## config.mk

```make
export PLATFORM = sky130hd
export DESIGN_NAME = fifo_wptr_full
export DESIGN_NICKNAME = d
export VERILOG_FILES = /design/src/rtl/fifo_wptr_full.sv
export SDC_FILE = /design/constraint.sdc
export NUM_CORES = 1
export LEC_CHECK = 0
export CELL_PAD_IN_SITES_DETAIL_PLACEMENT = 1
export CELL_PAD_IN_SITES_GLOBAL_PLACEMENT = 2
export CORE_MARGIN = 2
export CORE_UTILIZATION = 26
export DETAILED_ROUTE_END_ITERATION = 8
export PLACE_DENSITY_LB_ADDON = 0.12
export SLEW_MARGIN = 20
export SYNTH_ARGS = -nofsm -noshare
export SYNTH_HDL_FRONTEND = slang
export SYNTH_SLANG_ARGS = --single-unit
```

## constraint.sdc

```tcl
create_clock -name wclk -period 2 [get_ports wclk]
set_clock_uncertainty 0.15 [all_clocks]
set_input_delay 0.3 -clock wclk [delete_from_list [all_inputs] [get_ports wclk]]
set_output_delay 0.3 -clock wclk [all_outputs]
set_load 0.1 [all_outputs]
```

## src/rtl/fifo_wptr_full.sv

```systemverilog
// fifo_wptr_full: write-domain pointer, full flag and fill level for the async FIFO (optional level logic under FIFO_WR_LEVEL_EN)
module fifo_wptr_full #(
    parameter int DEPTH       = 8,
    parameter int PTRWIDTH    = $clog2(DEPTH),
    parameter int SYNC_STAGES = 2,
    parameter int AF_LEVEL    = DEPTH - 2
) (
    input  logic                wclk,
    input  logic                wrst,
    input  logic                w_en,
    input  logic [PTRWIDTH:0]   g_rptr,
    output logic [PTRWIDTH:0]   b_wptr,
    output logic [PTRWIDTH:0]   g_wptr,
    output logic                full,
    output logic                almost_full,
    output logic [PTRWIDTH:0]   wr_level,
    output logic                overflow
);
    logic [PTRWIDTH:0] sync_q [SYNC_STAGES];
    logic [PTRWIDTH:0] g_rq;
    logic [PTRWIDTH:0] b_next;
    logic [PTRWIDTH:0] g_next;
    logic              wacc;

    assign g_rq   = sync_q[SYNC_STAGES-1];
    assign wacc   = w_en & ~full;
    assign b_next = b_wptr + {{PTRWIDTH{1'b0}}, wacc};
    assign g_next = b_next ^ (b_next >> 1);

    // bring the Gray read pointer into wclk through a plain flop chain
    always_ff @(posedge wclk or posedge wrst) begin
        if (wrst) begin
            for (int i = 0; i < SYNC_STAGES; i++) sync_q[i] <= '0;
        end else begin
            sync_q[0] <= g_rptr;
            for (int i = 1; i < SYNC_STAGES; i++) sync_q[i] <= sync_q[i-1];
        end
    end

    // pointers, full (Gray compare with top two bits inverted) and sticky overflow
    always_ff @(posedge wclk or posedge wrst) begin
        if (wrst) begin
            b_wptr   <= '0;
            g_wptr   <= '0;
            full     <= 1'b0;
            overflow <= 1'b0;
        end else begin
            b_wptr   <= b_next;
            g_wptr   <= g_next;
            full     <= g_next == {~g_rq[PTRWIDTH:PTRWIDTH-1], g_rq[PTRWIDTH-2:0]};
            overflow <= overflow | (w_en & full);
        end
    end

`ifdef FIFO_WR_LEVEL_EN
    localparam logic [PTRWIDTH:0] af_lvl = AF_LEVEL[PTRWIDTH:0];
    logic [PTRWIDTH:0] rq_bin;
    logic [PTRWIDTH:0] level_next;

    for (genvar i = 0; i <= PTRWIDTH; i++) begin : g_bin
        assign rq_bin[i] = ^g_rq[PTRWIDTH:i];
    end

    assign level_next = b_next - rq_bin;

    // conservative occupancy against the synchronised (stale) read pointer
    always_ff @(posedge wclk or posedge wrst) begin
        if (wrst) begin
            wr_level    <= '0;
            almost_full <= 1'b0;
        end else begin
            wr_level    <= level_next;
            almost_full <= level_next >= af_lvl;
        end
    end
`else
    assign wr_level    = '0;
    assign almost_full = 1'b0;
`endif
endmodule

```

==> results.ini, run 1 <==
[sta]
fmax_mhz=546.8
tightest_slew_ns=0.6397
maxSlewHeadroom_pct=57.31
period_minus_slack_ns=1.829
drv_slew=0
rsz0062_at_grt=no
setup_viol=0
hold_viol_final=0
fin_crit_sh_pct=91.44

[clock_network]
cts.sinks=17
cts-root-buf=clkbuf_4
tritoncts=done
htree_levels=1
clock_path_buffers=2
cts-hold-fix-buffers=0
path_clk_slew_ns=0.09
clock_latency_ns=0.28
cts_buffers=3

[global_route]
grt_overflow=0
grt_use_total_pct=9.070
grt_pass1_wl_um=1807
antenna_found_initial=0
first_global_vias=420
grt_start_max_net_pins=18

[hold_path]
hold_end=overflow
hp-class=in -> reg
hold_start=w_en
whs_path_depth=2

[drt]
drt-vias-per-instance=4.020
drt_iter0_drc=0
drcViolationCount=0
wl_um=1085
wl_per_cell_um=11.07
ant_nets=0
dr.pass1.iters=1
vias=394

[critical_path]
reg2regPathDepth=6
path_delay_family=flip-flops
critPathSlowestCell=dfrtp_4
cpMostUsedCell=ha_4
cp_data_required_time_ns=2.04
setup.worst_path.start_class=flop
cp.depth=6
r2r_setup_slack_ns=0.17
rr_startpoint=full
rr_endpoint=full
cp-end-kind=flop
path_cells=nor2b_4 -> ha_4 -> ha_4 -> xnor3_1 -> xor2_1 -> nor4_2
arrival_ns=1.87
cp_max_fo=2
max_stage_delay_ns=0.50
path_buf_inv=0
path_class=reg -> reg

[yosys]
synth_cells=43
yosysSeqAreaShare_pct=63.79
synthMuxAreaShare_pct=0
ys_warn_count=0
synth-simple-area-share_pct=3.565
synth_cell_types=14
yosys_register_bits=17
synth_area_um2=666.9
yosys.area_share.adder_pct=3.752
synth_top_family_by_area=XOR/XNOR gates
syn_area_per_cell_um2=15.51
synth-compound-area-share_pct=2.251
synth-xor-area-share_pct=18.76

[run_status]
status=finished clean

[die]
start_util_pct=27.17
num_rows=18
io_pins=22
dieArea_um2=2986
core_area_um2=2455
die_h_um=54.65
die_w_um=54.65

[finish]
ff_latch_area_um2=432.9
drive_gt1_share_pct=42.65
fillers=257
diodes=0
area_growth_syn_to_layout_pct=51.78
multi_input_area_um2=259.0
nNetsFinal=78
most-common-layout-cells=dfrtp_1 (13), buf_4 (12)
mostFrequentLayoutCell=dfrtp_1
finalInstanceArea_um2=1012

[place]
portBuffers=16
placed_area_um2=950.9
gp_congestion=0.6654

[job]
cap_violations=0

==> cell usage after synthesis <==
cell	n	area, µm²
a21boi_0	1	7.510
a21o_1	1	7.510
buf_4	6	45.04
conb_1	1	3.750
dfrtp_1	17	425.4
ha_1	2	25.02
inv_1	1	3.750
nand3_1	1	5.000
nor2b_1	1	6.260
nor4_2	1	12.51
xnor2_1	3	26.28
xnor3_1	1	22.52
xor2_1	6	52.55
xor3_1	1	23.77
==> worst register-to-register path: cells and delay by family, from the launching register on <==
family        cells  cell delay, ns
flops             1            0.50
xor+xnor          2            0.41
fa+ha+maj         2            0.28
simple gates      2            0.40
==> sequential cells by signal (all words and copies together), names as in the netlist <==
signal / count
overflow: 1
sync_q: 4
g_rq: 4
b_wptr: 4
full: 1
g_wptr: 3
==> area by class of cell <==
type,count,area share (%)
Inverter,1,0.3708
Sequential cell,17,42.77
Timing Repair Buffer,23,24.97
Clock buffer,4,2.596
Tap cell,30,3.708
Multi-Input combinational cell,23,25.59
==> per-stage QoR <==
step                      instances  setup slack [ns]  setup TNS, ns  util (%)  hold slack (ns)
after detailed placement         92           -0.2895        -0.3467     38.74           0.1871
after floorplan                  47          -0.04124       -0.04124         -          0.07588
final                            98            0.1712              0     41.23           0.1113
after global routing             98           0.04194              0     41.23           0.1223
after CTS                        98          0.001884              0     40.52           0.2100
after global placement           92           -0.2627        -0.2993     38.74           0.1822
==> per-layer routing <==
metal  wire (µm)  vias to the layer above  track usage (%)
met3          79                        4            2.459
met5           0                        -                0
met4          29                        0            6.250
li1            -                      178                -
met1         436                      195            10.10
met2         540                       17            14.88
==> timing repair <==
action                                  in CTS  in global routing
setup buffers                                2                  1
resized for setup                            1                  3
hold endpoints to repair                     0                  0
pin swaps                                    3                  2
endpoints found under the setup margin       1                  1
cloned                                       0                  0
==> cells by family (layout without fill, tap and decap cells) <==
family	Yosys count	after routing
adder cells (fa/ha/maj)	2	2
AO/OA/AOI/OAI	2	2
buffers and inverters	7	28
XOR/XNOR	11	11
flip-flops	17	17
other	1	5
AND/OR/NAND/NOR	3	3
==> how the worst max path moves through the flow <==
stage	from	endpoint	slack [ns]
floorplan	full	full	-0.04
global placement	w_en	full	-0.26
detailed placement	w_en	full	-0.29
CTS	w_en	full	0.002
global route	full	full	0.04
finish	full	full	0.17
Power of run 1 is left out: the tool's default activity adds up to more than one toggle a clock period on the data nets, which glitch-free logic cannot reach.
==> run 2, diff against run 1 <==
CORE_ASPECT_RATIO = 1.5   (was unset)
CORE_MARGIN = unset   (was 2)
==> results.ini, run 2 (same netlist as run 1, synthesis figures left out) <==
[place]
gp_congestion=0.5740
hpwl_um=831.4
portBuffers=16

[drt]
vias=385
wl_per_cell_um=11.13
wl_um=1024
drt-vias-per-instance=4.185
ant_nets=0
drcViolationCount=6
drt_iter0_drc=17
dr.pass1.iters=5

[finish]
mostFrequentLayoutCell=dfrtp_1
nNetsFinal=78
final_core_util_pct=40.35
area_growth_syn_to_layout_pct=48.22
fillers=271
diodes=0
most-common-layout-cells=dfrtp_1 (13), buf_4 (12), clkdlybuf4s50_1 (6)
drive_gt1_share_pct=44.12

[die]
dieArea_um2=2775
die_h_um=64.03
io_pins=22
core_area_um2=2450
num_rows=22
start_util_pct=27.22
die_w_um=43.35

[global_route]
met1_usage_pct=10.00
first_global_vias=399
grt_overflow=0
grt_pass1_wl_um=1766
top_usage_layer=met2
use_met3_pct=1.977
grt_use_total_pct=9.002
antenna_found_initial=0
grtUsageMet2_pct=14.96
grt_start_max_net_pins=11

[clock_network]
cts.sinks=17
cts_resized=0
cts-hold-fix-buffers=0
tritoncts=done
htree_levels=1
cts_buffers=3
clock_path_buffers=2
cts-root-buf=clkbuf_4
post_cts.repair.setup_buffers=0
clock_latency_ns=0.29
path_clk_slew_ns=0.10

[hold_path]
hp-class=in -> async

[critical_path]
cp-end-kind=flop
startpoint=w_en
r2r_setup_slack_ns=0.13
cp_data_required_time_ns=2.05
cp_max_fo=2
rr_startpoint=full
path_class=in -> reg
reg2regPathDepth=6
arrival_ns=1.94
setup.worst_path.start_class=input port
rr_endpoint=full

[sta]
period_minus_slack_ns=1.893
fmax_mhz=528.3
hold_viol_final=0
fin_crit_sh_pct=94.63
rsz0062_at_grt=no
setup_viol=0
drv_slew=0
holdWs_ns=0.09009

[job]
cap_violations=0

[run_status]
violations=DRC
status=complete, but fails checks

## run 2: cell types whose count changed in the layout (fill, tap and decap cells not counted), sizes merged
| cell | before | now |
|---|---|---|
| clkbuf | 4 | 3 |
| clkdlybuf4s50 | 5 | 6 |
| clkinv | 0 | 1 |
| dlymetal6s2s | 1 | 0 |
## run 2: metal layers
metal / wire (µm) / vias to the layer above
met2: 568 / 18
met5: 0 / -
li1: - / 174
met1: 371 / 189
met3: 60 / 4
met4: 23 / 0
## run 2: through the flow
step	setup TNS, ns	setup slack [ns]	instance area [µm²]	cells
final	0	0.1073	988.4	92
after global routing	0	0.01007	988.4	92
after CTS	0	0.06285	985.9	92
after detailed placement	-0.4797	-0.2488	958.4	88
after global placement	-0.3502	-0.2278	958.4	88
after floorplan	-0.04124	-0.04124	723.2	47
## run 2: layout make-up
class,instances,area (µm²),area share (%)
sequential,17,432.9,43.80
timing repair buffer,23,250.2,25.32
multi-input combinational,23,244.0,24.68
tap,24,30.03,3.038
clock buffer,3,22.52,2.278
clock inverter,1,5.005,0.5063
inverter,1,3.754,0.3797
## run 2: worst max-delay path by stage
| stage | end | slack (ns) |
|---|---|---|
| after floorplan | full | -0.04 |
| after global placement | full | -0.23 |
| after detailed placement | full | -0.25 |
| after CTS | full | 0.06 |
| after global routing | full | 0.01 |
| final | full | 0.11 |
## run 2: worst max-delay path, stage by stage
cell,delay [ns]
clkdlybuf4s50_1,0.42
nor2b_2,0.16
ha_2,0.20
ha_4,0.18
xor2_4,0.18
xor3_1,0.37
nor4_2,0.13
Power of run 2 is left out for the same reason.
